**src/rtl/mem_arbiter.sv**
```systemverilog
// mem_arbiter: shares the single memory port between the data cache (D side)
// and the instruction prefetcher (I side). It also steers memory responses
// back to whichever side owns them.
//
// Ports:
//   clock, reset              rising-edge clock; asynchronous active-low reset
//   proc2Dmem_*               D-side request (command/addr/data/size)
//   proc2Imem_*               I-side request from the prefetcher
//   nuke                      pipeline flush; squashes I loads still in flight
//   mem2proc_response         nonzero = request accepted, value is its tag
//   mem2proc_data/_tag        returning data and its tag (0 = no return)
//   proc2mem_*                granted request forwarded to memory
//   Dmem2proc_*/Imem2proc_*   per-side acceptance response, data and tag
//   i_inflight                number of I-owned loads in flight
module mem_arbiter #(
    parameter int unsigned STARVE_LIMIT = 4,
    parameter int unsigned I_MAX_OUT    = 8
) (
    input  logic        clock,
    input  logic        reset,
    input  logic [1:0]  proc2Dmem_command,
    input  logic [63:0] proc2Dmem_addr,
    input  logic [63:0] proc2Dmem_data,
    input  logic [1:0]  proc2Dmem_size,
    input  logic [1:0]  proc2Imem_command,
    input  logic [63:0] proc2Imem_addr,
    input  logic [63:0] proc2Imem_data,
    input  logic [1:0]  proc2Imem_size,
    input  logic        nuke,
    input  logic [3:0]  mem2proc_response,
    input  logic [63:0] mem2proc_data,
    input  logic [3:0]  mem2proc_tag,
    output logic [1:0]  proc2mem_command,
    output logic [63:0] proc2mem_addr,
    output logic [63:0] proc2mem_data,
    output logic [1:0]  proc2mem_size,
    output logic [3:0]  Dmem2proc_response,
    output logic [63:0] Dmem2proc_data,
    output logic [3:0]  Dmem2proc_tag,
    output logic [3:0]  Imem2proc_response,
    output logic [63:0] Imem2proc_data,
    output logic [3:0]  Imem2proc_tag,
    output logic [3:0]  i_inflight
);

    typedef enum logic [1:0] {
        BUS_NONE  = 2'd0,
        BUS_LOAD  = 2'd1,
        BUS_STORE = 2'd2
    } bus_cmd_e;

    localparam int unsigned SW = (STARVE_LIMIT < 1) ? 1 : $clog2(STARVE_LIMIT + 1);

    // Owner table, one bit-vector per field, indexed by tag (entry 0 unused).
    // owner: 0 = D, 1 = I.
    logic [15:0]   tbl_valid, tbl_owner, tbl_squash;
    logic [15:0]   nxt_valid, nxt_owner, nxt_squash;
    logic [SW-1:0] starve_cnt, starve_nxt;
    logic [3:0]    inflight_q, inflight_nxt;

    logic       d_req, i_elig, grant_d, grant_i, accepted, alloc;
    logic       ret_valid, ret_i;
    logic [1:0] grant_cmd;

    always_comb begin
        d_req     = (proc2Dmem_command != BUS_NONE);
        // Eligibility uses the registered count, so a return in this cycle
        // does not free a slot until the next one.
        i_elig    = (proc2Imem_command != BUS_NONE) && (inflight_q < 4'(I_MAX_OUT));
        grant_i   = i_elig && (!d_req || (starve_cnt >= SW'(STARVE_LIMIT)));
        grant_d   = d_req && !grant_i;
        grant_cmd = grant_i ? proc2Imem_command :
                    grant_d ? proc2Dmem_command : BUS_NONE;
        accepted  = (mem2proc_response != '0);
        alloc     = accepted && (grant_cmd == BUS_LOAD);
        ret_valid = (mem2proc_tag != '0) && tbl_valid[mem2proc_tag];
        ret_i     = ret_valid && tbl_owner[mem2proc_tag];
    end

    // Outputs; everything is forced to zero while reset is held.
    always_comb begin
        proc2mem_command   = BUS_NONE;
        proc2mem_addr      = '0;
        proc2mem_data      = '0;
        proc2mem_size      = '0;
        Dmem2proc_response = '0;
        Dmem2proc_data     = '0;
        Dmem2proc_tag      = '0;
        Imem2proc_response = '0;
        Imem2proc_data     = '0;
        Imem2proc_tag      = '0;
        i_inflight         = '0;
        if (reset) begin
            if (grant_i) begin
                proc2mem_command   = proc2Imem_command;
                proc2mem_addr      = proc2Imem_addr;
                proc2mem_data      = proc2Imem_data;
                proc2mem_size      = proc2Imem_size;
                Imem2proc_response = mem2proc_response;
            end else if (grant_d) begin
                proc2mem_command   = proc2Dmem_command;
                proc2mem_addr      = proc2Dmem_addr;
                proc2mem_data      = proc2Dmem_data;
                proc2mem_size      = proc2Dmem_size;
                Dmem2proc_response = mem2proc_response;
            end
            Dmem2proc_data = mem2proc_data;
            Imem2proc_data = mem2proc_data;
            if (ret_valid && !tbl_owner[mem2proc_tag])
                Dmem2proc_tag = mem2proc_tag;
            if (ret_i && !tbl_squash[mem2proc_tag])
                Imem2proc_tag = mem2proc_tag;
            i_inflight = inflight_q;
        end
    end

    // Next state. Ordering matters: the returning entry is cleared first,
    // nuke then squashes surviving I entries, and a new allocation on the
    // same tag overrides both.
    always_comb begin
        nxt_valid  = tbl_valid;
        nxt_owner  = tbl_owner;
        nxt_squash = tbl_squash;
        if (mem2proc_tag != '0) begin
            nxt_valid[mem2proc_tag]  = 1'b0;
            nxt_squash[mem2proc_tag] = 1'b0;
        end
        if (nuke)
            nxt_squash = nxt_squash | (nxt_valid & nxt_owner);
        if (alloc) begin
            nxt_valid[mem2proc_response]  = 1'b1;
            nxt_owner[mem2proc_response]  = grant_i;
            nxt_squash[mem2proc_response] = nuke && grant_i;
        end

        inflight_nxt = inflight_q + {3'b000, alloc && grant_i} - {3'b000, ret_i};

        starve_nxt = starve_cnt;
        if (!i_elig)
            starve_nxt = '0;
        else if (accepted && grant_i)
            starve_nxt = '0;
        else if (accepted && grant_d && (starve_cnt < SW'(STARVE_LIMIT)))
            starve_nxt = starve_cnt + SW'(1);
    end

    always_ff @(posedge clock or negedge reset) begin
        if (!reset) begin
            tbl_valid  <= '0;
            tbl_owner  <= '0;
            tbl_squash <= '0;
            starve_cnt <= '0;
            inflight_q <= '0;
        end else begin
            tbl_valid  <= nxt_valid;
            tbl_owner  <= nxt_owner;
            tbl_squash <= nxt_squash;
            starve_cnt <= starve_nxt;
            inflight_q <= inflight_nxt;
        end
    end

endmodule

```
**config.mk**
```make
export PLATFORM = sky130hd
export DESIGN_NAME = mem_arbiter
export DESIGN_NICKNAME = d
export VERILOG_FILES = /design/src/rtl/mem_arbiter.sv
export SDC_FILE = /design/constraint.sdc
export NUM_CORES = 1
export LEC_CHECK = 0
export BUFFER_PORTS_ARGS = -buffer_cell sky130_fd_sc_hd__clkbuf_2
export CELL_PAD_IN_SITES_DETAIL_PLACEMENT = 0
export CELL_PAD_IN_SITES_GLOBAL_PLACEMENT = 1
export CORE_AREA = 2 2 240 242
export DETAILED_ROUTE_END_ITERATION = 8
export DIE_AREA = 0 0 242 244
export PLACE_DENSITY_LB_ADDON = 0.1
export SETUP_SLACK_MARGIN = 0.05
export SLEW_MARGIN = 20
export SYNTH_ARGS = -nofsm -noshare
export SYNTH_HDL_FRONTEND = slang
export SYNTH_SLANG_ARGS = --single-unit
```
**constraint.sdc**
```tcl
create_clock -name clock -period 5.9 [get_ports clock]
set_input_delay 0.59 -clock clock [delete_from_list [all_inputs] [get_ports clock]]
set_output_delay 0.59 -clock clock [all_outputs]
set_load 0.005 [all_outputs]
```
# After elaboration in Yosys (flattened, before gate mapping)
# Index checks and enable logic that the tools add are counted.
[word_totals]
reg_bits = 55
input_bits = 339
out_inout_bits = 280
elab_cells = 90
[classes]
n_addsub = 3
magnitude_cmp = 7
n_eq_ne = 2
n_mux = 43
bitwise_logic = 6
reduce_logical = 24
[op_table]
columns = ["op", "n"]
rows = [
  ["64-bit two-way mux", 7],
  ["16-bit two-way mux", 5],
  ["16-bit bitwise AND", 3],
  ["4-bit two-way mux", 10],
  ["16-bit bitwise mux", 2],
  ["16-bit OR", 2],
  ["16-bit NOT", 1],
  ["1-bit logical AND", 15],
  ["1-bit binary-select mux with 4-bit select", 3],
  ["2-bit two-way mux", 6],
  ["4-bit by 5-bit less-than comparator with 1-bit output (second input constant)", 2],
  ["3-bit two-way mux", 3],
  ["1-bit demux with 4-bit select", 2],
  ["4-bit by 1-bit >= comparator with 1-bit output (second input constant)", 2],
  ["4-bit nonzero test", 2],
  ["1-bit two-way mux", 5],
  ["4-bit by 1-bit adder with 4-bit output", 1],
  ["1-bit zero test", 4],
  ["4-bit less-than comparator (second input constant)", 1],
  ["2-bit nonzero test", 2],
  ["4-bit by 1-bit subtractor with 4-bit output", 1],
  ["3-bit by 1-bit adder with 3-bit output (second input constant)", 1],
  ["3-bit >= comparator (second input constant)", 1],
  ["3-bit less-than comparator (second input constant)", 1],
  ["other kinds (3)", 3],
]

# Depth between registers and ports, before layout
[logic_depth]
ltp_word = 13
mapped_depth = 13
ltp_nobuf = 11

# Least setup slack after synthesis
# OpenSTA, ideal clock, no wires.
[synth_timing]
path_type = "input port to flip-flop"
startpoint = "input port mem2proc_tag[1]"
endpoint = "register inflight_q[2]"
setup_ns = 0.123
t_arrival_ns = 2.711
required_ns = 5.777
path_slack_ns = 3.067
path_stages = 13
n_path_buf = 3
cell_sequence = "buf_6 > buf_2 > nor2b_1 > clkbuf_1 > a22oi_1 > a41oi_1 > a21oi_1 > ha_1 > inv_1 > ha_1 > inv_1 > fa_1 > xnor2_1"
[synth_between]
elab_chain_cells = 5
elab_cells_between_ends = 8
classes_between = "add/sub: 1; mux: 4; reduce/logical: 3"
[synth_lines]
columns = ["element", "line", "rtl"]
rows = [
  ["start, declared", "32", "input logic [3:0] mem2proc_tag,"],
  ["1-bit binary-select mux with 4-bit select", "76", "ret_valid = (mem2proc_tag != '0) && tbl_valid[mem2proc_tag];"],
  ["1-bit two-way mux (not written as such)", "76", ""],
  ["1-bit logical AND", "76", ""],
  ["1-bit logical AND (*)", "77", "ret_i = ret_valid && tbl_owner[mem2proc_tag];"],
  ["4-bit by 1-bit subtractor with 4-bit output (*)", "136", "inflight_nxt = inflight_q + {3'b000, alloc && grant_i} - {3'b000, ret_i};"],
  ["via inflight_nxt[2]", "59", "logic [3:0] inflight_q, inflight_nxt;"],
  ["end signal, assigned", "159", "inflight_q <= inflight_nxt;"],
  ["end, declared", "59", ""],
]
# Mark *: on every way through the listed nets, which the timed path passes. The rest lies on a longest branch. The select of a mux whose other input is x is not followed.
# A chain may end at the register's enable or synchronous reset.

# Worst setup path in the final report
[layout_timing]
startpoint = "input port proc2Imem_command[1]"
endpoint = "output port proc2mem_data[19]"
[layout_between]
elab_chain_cells = 8
[layout_lines]
columns = ["element", "line", "rtl"]
rows = [
  ["start, declared", "25", "input logic [1:0] proc2Imem_command,"],
  ["2-bit nonzero test (*)", "69", "i_elig = (proc2Imem_command != BUS_NONE) && (inflight_q < 4'(I_MAX_OUT));"],
  ["1-bit logical AND (*)", "69", ""],
  ["1-bit logical AND (*)", "70", "grant_i = i_elig && (!d_req || (starve_cnt >= SW'(STARVE_LIMIT)));"],
  ["1-bit zero test", "71", "grant_d = d_req && !grant_i;"],
  ["1-bit logical AND", "71", ""],
  ["64-bit two-way mux", "100", "end else if (grant_d) begin"],
  ["64-bit two-way mux (*)", "94", "if (grant_i) begin"],
  ["64-bit two-way mux (*)", "93", "if (reset) begin"],
  ["end, declared", "35", "output logic [63:0] proc2mem_data,"],
]
# Mark *: on every way between the ends. The rest lies on a longest branch, timed or not.

==> results.ini <==
[status]
status=completed

[clocking]
ctsResizeCount=0
cts.sinks=55
clockRootBuffer=clkbuf_16
htree_levels=2
numCtsBuffers=5
cts_tree=done
clk_latency_ps=310
cts_hold_buf=0
clk_pin_slew_ps=90
postCtsSetupBuffers=0
clock_path_buffers=2

[global_routing]
grt_pass1_wl_um=63000
grt_pass1_vias=8118
grt_max_degree=111
grt_antenna_before_repair=7
track_usage_pct=14.8
overflow=0

[sta]
worst_pin_slew_ps=1060
slew_headroom_pct=29.6
timing.fmax_mhz=257
finalHoldViolCount=0
fin_tns_setup_ps=0
hold_ws_ps=246
skew_ps=16.8
rsz0062_at_grt=false
min_period_ps=3890
setup_viol=0
period_share_pct=65.9
finalMaxSlewViolations=0

[power]
worst_ir_drop_vdd_mv=0.108
p_seq_share_pct=31.4
swShare_pct=40.8
p_per_area_nw_per_um2=181
p_leak_nw=4.99
pwr-share-clk_pct=18.9
p_sw_mw=0.714
internal_power_mw=1.04
pwr-share-comb_pct=49.7

[floorplanning]
dieArea_um2=59000
dieWidth_um=242
core_area_um2=56200
num_io_pins=619
rows=87
die-height_um=244
start_util_pct=10.9

[critical_path]
start_kind=input pin
crit_type=in -> out
max_stage_delay_ps=880
cp_common_cell=clkbuf_2
crit_slowest_cell=o32a_2
crit_chain=clkbuf_2 > nor2_1 > o32a_2 > buf_12 > a22oi_1 > nor2b_1 > clkbuf_2
critPathMaxFanout=81
cp.required_ps=5310
crit_arrival_ps=3300
critPathCaptureType=primary output

[routing]
ant_nets=0
via_count=7665
via_per_inst=3.79
wl_per_cell_um=22.5
drt-pass1-iter-count=5
route.detailed.drc=0
finalWirelength_um=45400
drt-initial-drc-count=298

[synthesis]
synth_top_family_by_area=simple AND/OR/NAND/NOR gates
async_reset_ff_share_pct=100
yosysSeqAreaShare_pct=22.5
ys_warn_count=0
synthAdderAreaFrac_pct=1.35
synth_cell_types=42
synth_mux_area_share_pct=10.2
synth_compound_area_share_pct=22.2
syn-instance-count=759
syn_area_um2=6110
syn-mean-instance-area_um2=8.05
ys.flop_type=dfrtp_1
synth-xor-area-share_pct=0.573
synth_edf_count=0
syn-num-nets=1104
synth-seq-cells=55
synth-simple-area-share_pct=29.8

[final_layout]
final_cell_mix=clkbuf_2, nor2b_1, a22oi_1, and2_1, dfrtp_1
drive_gt1_share_pct=54.6
syn_to_final_growth_pct=58.3
nFillCells=6557
post-route-util_pct=17.2
layout_commonest_cell=clkbuf_2
final_nets=1599

[worst_hold_path]
hold_class=in -> async

[place]
gp_congestion=0.823
dpl.hpwl_um=38900
io_buffers=618

[flow_run]
maxCapViolCount=0

==> power by group through the flow <==
stage,combinational (mW),sequential (mW),clock [mW]
after global routing,0.973,0.565,0.357
after CTS,0.901,0.550,0.343
after floorplan,0.491,0.513,0
final,0.871,0.550,0.330
after detailed placement,0.898,0.556,0
after global placement,0.908,0.563,0
==> cells in the mapped netlist, types with 4 or more instances <==
cell | n | area (um^2)
nor2_1 | 19 | 71.3
a31oi_1 | 19 | 119
a22oi_1 | 135 | 1010
dfrtp_1 | 55 | 1380
and3_1 | 8 | 50.1
mux4_2 | 9 | 203
buf_2 | 10 | 50.1
nor3b_2 | 6 | 75.1
mux2i_1 | 8 | 80.1
nor2b_1 | 139 | 870
inv_1 | 11 | 41.3
o21ai_0 | 4 | 20.0
mux2_2 | 29 | 327
buf_4 | 64 | 480
nand3_1 | 13 | 65.1
ha_1 | 5 | 62.6
a21o_1 | 5 | 37.5
and2_1 | 73 | 457
nand2_1 | 41 | 154
a21oi_1 | 17 | 85.1
clkbuf_1 | 60 | 225
xnor2_1 | 4 | 35.0
==> cells by family after synthesis <==
family	after synthesis
flops	55
fa+ha+maj	6
simple gates	309
xor+xnor	4
buf+inv	149
compound gates	189
mux	47
==> worst paths after layout <==
path                                           start           endpoint  slack (ps)  cells after the start
worst min register to register          tbl_valid[0]       tbl_valid[0]         400                      0
max in group asynchronous                      reset       tbl_valid[1]        4490                      2
worst min-delay path                           reset       tbl_valid[2]         250                      1
min in group clock                      tbl_valid[0]       tbl_valid[0]         400                      0
worst max register to register         tbl_valid[11]      inflight_q[1]        3240                     11
worst max-delay path            proc2Imem_command[1]  proc2mem_data[19]        2010                      7
==> flip-flops by register name, indices dropped and copies added, names as in the netlist <==
name	cells
inflight_q	4
tbl_squash	16
tbl_owner	16
tbl_valid	16
starve_cnt	3
==> worst max-delay path, delay by kind of cell <==
kind / cells / cell delay, ps
compound gates: 2 / 1060
buf+inv: 3 / 780
simple gates: 2 / 780
==> cell type report <==
cell class / instances / area, um^2 / share of cell area (%)
inverters: 11 / 41.3 / 0.427
diodes: 9 / 22.5 / 0.233
well taps: 756 / 946 / 9.78
multi-input cells: 555 / 3920 / 40.5
flip-flops and latches: 55 / 1380 / 14.2
clock inverters: 3 / 28.8 / 0.298
clock buffers: 5 / 125 / 1.29
repair buffers: 626 / 3210 / 33.2
==> through the flow <==
step | cells | instance area, um^2 | setup slack [ps] | power [mW]
floorplan | 759 | 6110 | 3070 | 1.00
global placement | 2003 | 9490 | 2010 | 1.47
detailed placement | 2003 | 9490 | 2000 | 1.45
CTS | 2011 | 9650 | 1990 | 1.79
global route | 2017 | 9660 | 1910 | 1.89
finish | 2020 | 9670 | 2010 | 1.75
==> metal layers <==
layer	share of wire [%]	routed length, um	vias to the layer above	global-route usage [%]
li1	-	-	3617	-
met1	39	17500	3654	16.6
met2	54	24700	378	28.9
met3	6.0	2710	16	2.99
met4	1.0	471	0	2.60
met5	0	0	-	0
No activity file was read; power rests on OpenSTA's default activity.
